[src/rtl/core_hazard_ctrl.sv]
// Decode-stage hazard sequencer: stall, kill, redirect and forwarding selects.
// CORE_HAZARD_PERF_CNT_EN builds the stall/flush performance counters.
module core_hazard_ctrl #(
   parameter int FLUSH_CYCLES = 2,
   parameter int REG_AW       = 5
) (
   input  logic              clk,
   input  logic              rst,
   input  logic [1:0]        dec_cmd_in,
   input  logic [REG_AW-1:0] dec_rs1_in,
   input  logic [REG_AW-1:0] dec_rs2_in,
   input  logic [1:0]        exe_cmd_in,
   input  logic [REG_AW-1:0] exe_rd_in,
   input  logic              exe_we_in,
   input  logic [REG_AW-1:0] mem_rd_in,
   input  logic              mem_we_in,
   input  logic              exe_brnch_taken_in,
   input  logic              l1i_ack_in,
   input  logic              l1d_req_val_in,
   input  logic              l1d_ack_in,
   output logic              if_enb_out,
   output logic              dec_enb_out,
   output logic              exe_enb_out,
   output logic              dec_kill_out,
   output logic              dec_nop_gen_out,
   output logic              pc_redirect_out,
   output logic [1:0]        fwd_a_sel_out,
   output logic [1:0]        fwd_b_sel_out,
   output logic [31:0]       stall_cnt_out,
   output logic [31:0]       flush_cnt_out
);

   localparam logic [1:0] CMD_BRNCH = 2'b01;
   localparam logic [1:0] CMD_JUMP  = 2'b10;
   localparam logic [1:0] CMD_LOAD  = 2'b11;
   localparam logic [2:0] FC_INIT   = 3'(FLUSH_CYCLES - 1);

   typedef enum logic [1:0] {
      S_RUN,
      S_FLUSH,
      S_IWAIT,
      S_DWAIT
   } state_t;

   state_t     r_state;
   state_t     w_state_nxt;
   logic [2:0] r_fcnt;
   logic [2:0] w_fcnt_nxt;

   logic w_dmiss;
   logic w_redir;
   logic w_ldu;
   logic w_imiss;
   logic w_exe_fwd_ok;
   logic w_mem_fwd_ok;
   logic w_unused;

   // decode's own command carries no hazard information here
   assign w_unused = ^dec_cmd_in;

   assign w_dmiss = l1d_req_val_in & ~l1d_ack_in;
   assign w_redir = ((exe_cmd_in == CMD_BRNCH) & exe_brnch_taken_in)
                  | (exe_cmd_in == CMD_JUMP);
   assign w_ldu   = (exe_cmd_in == CMD_LOAD) & exe_we_in
                  & (exe_rd_in != '0)
                  & ((exe_rd_in == dec_rs1_in) | (exe_rd_in == dec_rs2_in));
   assign w_imiss = ~l1i_ack_in;

   always_ff @(posedge clk) begin
      if (rst) begin
         r_state <= S_RUN;
         r_fcnt  <= '0;
      end else begin
         r_state <= w_state_nxt;
         r_fcnt  <= w_fcnt_nxt;
      end
   end

   always_comb begin
      w_state_nxt     = r_state;
      w_fcnt_nxt      = r_fcnt;
      if_enb_out      = 1'b1;
      dec_enb_out     = 1'b1;
      exe_enb_out     = 1'b1;
      dec_kill_out    = 1'b0;
      dec_nop_gen_out = 1'b0;
      pc_redirect_out = 1'b0;
      if (rst) begin
         w_state_nxt     = S_RUN;
         w_fcnt_nxt      = '0;
         if_enb_out      = 1'b0;
         dec_enb_out     = 1'b0;
         exe_enb_out     = 1'b0;
         dec_kill_out    = 1'b1;
         dec_nop_gen_out = 1'b1;
      end else begin
         unique case (r_state)
            // IWAIT only differs from RUN by waiting on the fetch ack,
            // which the imiss branch already covers
            S_RUN, S_IWAIT: begin
               if (w_dmiss) begin
                  if_enb_out  = 1'b0;
                  dec_enb_out = 1'b0;
                  exe_enb_out = 1'b0;
                  w_state_nxt = S_DWAIT;
               end else if (w_redir) begin
                  pc_redirect_out = 1'b1;
                  dec_kill_out    = 1'b1;
                  dec_nop_gen_out = 1'b1;
                  if (FLUSH_CYCLES == 1) begin
                     w_state_nxt = S_RUN;
                  end else begin
                     w_state_nxt = S_FLUSH;
                     w_fcnt_nxt  = FC_INIT;
                  end
               end else if (w_ldu) begin
                  if_enb_out   = 1'b0;
                  dec_enb_out  = 1'b0;
                  dec_kill_out = 1'b1;
                  w_state_nxt  = S_RUN;
               end else if (w_imiss) begin
                  dec_nop_gen_out = 1'b1;
                  w_state_nxt     = S_IWAIT;
               end else begin
                  w_state_nxt = S_RUN;
               end
            end
            S_FLUSH: begin
               dec_kill_out    = 1'b1;
               dec_nop_gen_out = 1'b1;
               if (w_dmiss) begin
                  if_enb_out  = 1'b0;
                  dec_enb_out = 1'b0;
                  exe_enb_out = 1'b0;
               end else if (w_redir) begin
                  pc_redirect_out = 1'b1;
                  if (FLUSH_CYCLES == 1) begin
                     w_state_nxt = S_RUN;
                     w_fcnt_nxt  = '0;
                  end else begin
                     w_fcnt_nxt = FC_INIT;
                  end
               end else if (r_fcnt <= 3'd1) begin
                  w_state_nxt = S_RUN;
                  w_fcnt_nxt  = '0;
               end else begin
                  w_fcnt_nxt = r_fcnt - 3'd1;
               end
            end
            S_DWAIT: begin
               if (!l1d_ack_in) begin
                  if_enb_out  = 1'b0;
                  dec_enb_out = 1'b0;
                  exe_enb_out = 1'b0;
               end else begin
                  w_state_nxt = S_RUN;
               end
            end
            default: w_state_nxt = S_RUN;
         endcase
      end
   end

   assign w_exe_fwd_ok = exe_we_in & (exe_rd_in != '0)
                       & (exe_cmd_in != CMD_LOAD);
   assign w_mem_fwd_ok = mem_we_in & (mem_rd_in != '0);

   assign fwd_a_sel_out =
      rst ? 2'b00 :
      (w_exe_fwd_ok && exe_rd_in == dec_rs1_in) ? 2'b01 :
      (w_mem_fwd_ok && mem_rd_in == dec_rs1_in) ? 2'b10 : 2'b00;

   assign fwd_b_sel_out =
      rst ? 2'b00 :
      (w_exe_fwd_ok && exe_rd_in == dec_rs2_in) ? 2'b01 :
      (w_mem_fwd_ok && mem_rd_in == dec_rs2_in) ? 2'b10 : 2'b00;

`ifdef CORE_HAZARD_PERF_CNT_EN
   logic [31:0] r_stall_cnt;
   logic [31:0] r_flush_cnt;

   always_ff @(posedge clk) begin
      if (rst) begin
         r_stall_cnt <= '0;
         r_flush_cnt <= '0;
      end else begin
         if (!dec_enb_out && r_stall_cnt != '1)
            r_stall_cnt <= r_stall_cnt + 32'd1;
         if (pc_redirect_out && r_flush_cnt != '1)
            r_flush_cnt <= r_flush_cnt + 32'd1;
      end
   end

   assign stall_cnt_out = r_stall_cnt;
   assign flush_cnt_out = r_flush_cnt;
`else
   assign stall_cnt_out = '0;
   assign flush_cnt_out = '0;
`endif

endmodule

[config.mk]
export PLATFORM = sky130hd
export DESIGN_NAME = core_hazard_ctrl
export DESIGN_NICKNAME = d
export VERILOG_FILES = /design/src/rtl/core_hazard_ctrl.sv
export SDC_FILE = /design/constraint.sdc
export NUM_CORES = 1
export LEC_CHECK = 0
export CELL_PAD_IN_SITES_DETAIL_PLACEMENT = 1
export CELL_PAD_IN_SITES_GLOBAL_PLACEMENT = 2
export CORE_UTILIZATION = 16
export CTS_BUF_LIST = sky130_fd_sc_hd__clkbuf_2
export CTS_CLUSTER_DIAMETER = 120
export DETAILED_ROUTE_END_ITERATION = 8
export PLACE_DENSITY_LB_ADDON = 0.1
export SYNTH_ARGS = -nofsm -noshare
export SYNTH_HDL_FRONTEND = slang
export SYNTH_SLANG_ARGS = --single-unit
[constraint.sdc]
create_clock -name clk -period 2 [get_ports clk]
set_input_delay 0.2 -clock clk [delete_from_list [all_inputs] [get_ports clk]]
set_output_delay 0.2 -clock clk [all_outputs]
set_load 0.01 [all_outputs]
# == After elaboration in Yosys (flattened, before gate mapping) ==
# Index checks and enable logic that the tools add are counted.
# word_totals
in_bits,32
output_inout_bits,74
reg_bits,5
elab_cells,89
# op_classes
reduce_logical,12
eq_ne,17
n_lt_le_gt_ge,1
n_bitwise,11
addsub,1
muxes,45
# ops
op,count
2-bit two-way mux,14
5-bit == test,4
1-bit two-way mux,20
3-bit two-way mux,5
"2-bit inequality test, second input constant",7
5-bit nonzero test,2
1-bit bitwise AND,8
"2-bit == test, second input constant",4
4-bit AND reduction,2
1-bit case mux with 2 select lines,3
2-bit case mux with 3 select lines,1
3-bit case mux with 2 select lines,1
"2-bit by 1-bit == test with 1-bit output, second input constant",2
1-bit logical AND,4
"3-bit by 1-bit <= comparator with 1-bit output, second input constant",1
1-bit case mux with 3 select lines,1
3-bit OR reduction,1
"3-bit by 1-bit subtractor with 3-bit output, second input constant",1
2-bit zero test,1
1-bit bitwise OR,2
2-bit nonzero test,1
2-bit OR reduction,1
1-bit inverter,1

# == Longest topological paths before layout ==
# Gate-level depths: netlist (run 1).
# depth
ltp_word,9
ltp_mapped,6
depth_no_buf,6

# == Worst setup path after synthesis (run 1) ==
# Ideal clock, no wire load.
# synth_timing
kind,reg2out
start,register r_state[0]
end,output if_enb_out
path_slack_ns,0.392
t_arrival_ns,1.408
stages_incl_launch_ff,7
n_path_buf,2
required_ns,1.800
path_cell_list,dfxtp_1 -> buf_4 -> a21oi_1 -> nor2_1 -> nor2_1 -> a21boi_0 -> buf_4
# synth_between
elab_chain_len,4
word_cells_on_any_way,7
cone_classes,eq/ne (3); mux (2); reduce/logical (2)
# synth_rtl
element,line,text
from (decl),45,state_t r_state;
from (signal assigned),74,r_state <= w_state_nxt;
2-bit == test / 2-bit zero test (equally long branches),-,
2-bit OR reduction,-,
1-bit case mux with 3 select lines (*),-,
1-bit two-way mux (*),-,
to (decl),21,"output logic if_enb_out,"
# Every way passes the cells marked *; elsewhere a longest branch is shown, timed or not.

# == Worst setup path in the final report (run 1) ==
# layout_timing
start,input exe_rd_in[4]
end,output fwd_b_sel_out[0]
# layout_between
elab_chain_len,6
word_cells_on_any_way,7
cone_classes,eq/ne (1); mux (2); bitwise (2); reduce/logical (2)
# layout_rtl
element,line,text
from (decl),13,"input logic [REG_AW-1:0] exe_rd_in,"
5-bit nonzero test,164,assign w_exe_fwd_ok = exe_we_in & (exe_rd_in != '0)
1-bit bitwise AND,164,
1-bit bitwise AND,165,& (exe_cmd_in != CMD_LOAD);
1-bit logical AND (*),175,(w_exe_fwd_ok && exe_rd_in == dec_rs2_in) ? 2'b01 :
2-bit two-way mux (*),175,
2-bit two-way mux (*),174,rst ? 2'b00 :
to (decl),28,"output logic [1:0] fwd_b_sel_out,"
# Marks and branches as above.

==> results.cfg, run 1 <==
[routing]
drt_drc_violations_left = 0
vias = 1179
dr.pass1.iters = 4
route.detailed.vias_per_inst = 3.478
detailedRoute.firstIterationViolations = 15
routedWlPerCell_um = 10.69
route.final.wire_length_um = 3625
route.antenna.remaining_nets = 0

[critical_path]
worst_setup_path_start_kind = input pin
worst_setup_path_end_kind = output pin
maximum_fanout_along_the_worst_path = 3
crit_type = input pin to output pin
timing.critical_path.arrival_ns = 1.72
worst-endpoint-required_ns = 1.80

[synth]
syn_std_cell_area_um2 = 1247
synth.yosys.seq_area_share = 0.08024
ys.warnings.count = 0
post_synth_inst_count = 168
synth.lib_cells_used.distinct = 39
ys_seq_elements = 5
post_synth_main_area_contributors = buf_4 (40%), xor2_1 (8.4%), dfxtp_1 (8.0%)
synth_top_area_frac = 0.3972
synth_top_cell_by_area = buf_4
syn_area_per_cell_um2 = 7.425

[die]
design.die.area_um2 = 8154
core_box_area_um2 = 7408
placement_rows = 31
die-height_um = 90.30
floorplan.io_pins = 106
initial_utilization = 0.1684
floorplan.die.width_um = 90.30

[cells_and_area]
net_count_reported_at_finish = 275
most_frequent_cells_in_the_layout = conb_1 (64), buf_4 (33), clkdlybuf4s50_1 (15), dlygate4sd2_1 (15), xor2_1 (12)
nFillCells = 922
layout-area-overhead-vs-synth_pct = 48.85
diodes = 0
layout.cells.most_common = conb_1
final_cell_area_um2 = 1857
drive_gt1_frac = 0.2792
final_cell_count_no_fill = 339

[timing]
final_period_minus_worst_setup_slack_ns = 1.915
fmax_mhz = 522.1
timing.final.crit_share = 0.9577
final-max-slew-violation-count = 0
finalSetupViolations = 0
grt_setup_unrepaired = false
fin_tns_setup_ns = 0
fin_worst_skew_ns = 0.008055
hold_violations = 0

[run]
drv_cap = 0

[power]
ir_drop_mv = 0.08332
leakagePower_nw = 0.8995
post-layout-total-power_mw = 0.5598
power_dens_cells_nw_per_um2 = 301.5

[run_status]
status = finished, final reports clean

[clock_network]
clk_pin_slew_ns = 0.07
tritoncts.num_buffers = 3
cts-root-buf = clkbuf_2
tritoncts_num_sinks = 5
clock_tree.buffer_depth = 2
tritoncts = built
cts_htree_levels = 1
clk-insertion-delay-late_ns = 0.23
postCtsHoldBufs = 0

[grt]
global_route_wire_length_before_repair_um = 5768
grt_max_degree = 13
track_usage = 0.08876
number_of_global_route_vias_before_repair = 1164
gr-total-overflow = 0
initial_antenna_violation_count = 0

[placement]
routabilityCongestion = 0.8107
placement.cell_area_um2 = 1732
place.port_buffers = 39
place.detailed.instances = 333
dp_hpwl_um = 3176

[min_path]
worst_min_delay_path_category = register to register
## path summary, 6_finish.rpt
path	from	end	slack (ns)	cells after the start
max	exe_rd_in[4]	fwd_b_sel_out[0]	0.08	7
min	r_fcnt[1]	r_fcnt[1]	0.47	2
max reg2reg	r_fcnt[1]	r_fcnt[1]	0.39	6
min reg2reg	r_fcnt[1]	r_fcnt[1]	0.47	2
## synth_stat cells, drive strengths merged
| cell | n |
|---|---|
| and3 | 3 |
| conb | 1 |
| o21ai | 6 |
| or4 | 1 |
| nand3b | 2 |
| nor2 | 8 |
| nor4 | 2 |
| nand2b | 2 |
| and2b | 2 |
| nor3b | 1 |
| dfxtp | 5 |
| buf | 66 |
| ha | 2 |
| or3b | 1 |
| a21o | 2 |
| nand4bb | 1 |
| a211o | 1 |
| a211oi | 1 |
| nand3 | 6 |
| o22ai | 1 |
| a21boi | 1 |
| inv | 4 |
| and3b | 1 |
| o31ai | 1 |
| a21oi | 9 |
| o21bai | 1 |
| nand2 | 6 |
| xor2 | 12 |
| nor3 | 7 |
| nor2b | 1 |
| xnor2 | 8 |
| clkbuf | 1 |
| a2111oi | 2 |
## sequential cells by signal, summed over array words and instances, names as in the netlist
signal   flops
r_fcnt       3
r_state      2
## cell type report
class                   instances  area (um2)  share of cell area
well taps                      99       123.9             0.06671
inverters                       4       15.01            0.008086
flip-flops and latches          5       100.1             0.05391
multi-input cells             155       988.4              0.5323
clock buffers                   4       20.02             0.01078
repair buffers                 72       609.3              0.3282
## through the flow
step	utilization	hold WS, ns	worst slack, ns
floorplan	-	0.3703	0.3917
global placement	0.2337	0.4630	-0.5687
detailed placement	0.2337	0.4663	-0.5492
CTS	0.2471	0.4764	0.01413
global route	0.2506	0.5152	0.004016
finish	0.2506	0.4721	0.08452
## worst max-delay path, stage by stage
cell and delay, ns:
dlygate4sd2_1 0.28, xor2_1 0.19, nor3_2 0.23, nand3_2 0.15
buf_4 0.18, nor3_1 0.16, dlygate4sd2_1 0.32
## kinds of logic after synthesis
| family | share of synthesized area |
|---|---|
| AND/OR/NAND/NOR | 0.2056 |
| buffers and inverters | 0.4122 |
| flip-flops | 0.08024 |
| AO/OA/AOI/OAI | 0.1384 |
| XOR/XNOR | 0.1404 |
| adder cells (fa/ha/maj) | 0.02006 |
| other | 0.003006 |
## per-layer routing
metal	up-vias	global-route usage	routed length, um
li1	579	-	-
met1	546	0.1019	1470
met2	52	0.1648	1976
met3	2	0.02357	167
met4	0	0.01613	10
met5	-	0	0
## repair_timing
action / in CTS / in global routing
endpoints found under the hold margin: 0 / 0
pin swaps: 11 / 3
setup endpoints to repair: 9 / 6
resized for setup: 53 / 9
setup buffers: 2 / 0
## report_power, final
part	internal, mW	switching (mW)	total, mW
sequential	0.106	0.00498	0.111
combinational	0.159	0.191	0.350
clock	0.0530	0.0455	0.0985
total	0.318	0.241	0.560
No activity file was read; power rests on OpenSTA's default activity.
==> run 2: changes to the inputs <==
--- a/config.mk
+++ b/config.mk
@@ -5,6 +5,7 @@
 export SDC_FILE = /design/constraint.sdc
 export NUM_CORES = 1
 export LEC_CHECK = 0
+export ABC_CLOCK_PERIOD_IN_PS = 2000
 export CELL_PAD_IN_SITES_DETAIL_PLACEMENT = 1
 export CELL_PAD_IN_SITES_GLOBAL_PLACEMENT = 2
 export CORE_UTILIZATION = 16
==> results of run 2 <==
The final DEF is identical to that of run 1; final timing and power are the same.
==> run 3: changes to the inputs <==
--- a/config.mk
+++ b/config.mk
@@ -12,6 +12,7 @@
 export CTS_BUF_LIST = sky130_fd_sc_hd__clkbuf_2
 export CTS_CLUSTER_DIAMETER = 120
 export DETAILED_ROUTE_END_ITERATION = 8
+export HOLD_SLACK_MARGIN = 0.1
 export PLACE_DENSITY_LB_ADDON = 0.1
 export SYNTH_ARGS = -nofsm -noshare
 export SYNTH_HDL_FRONTEND = slang
==> results of run 3 <==
The final DEF is identical to that of run 1; final timing and power are the same.
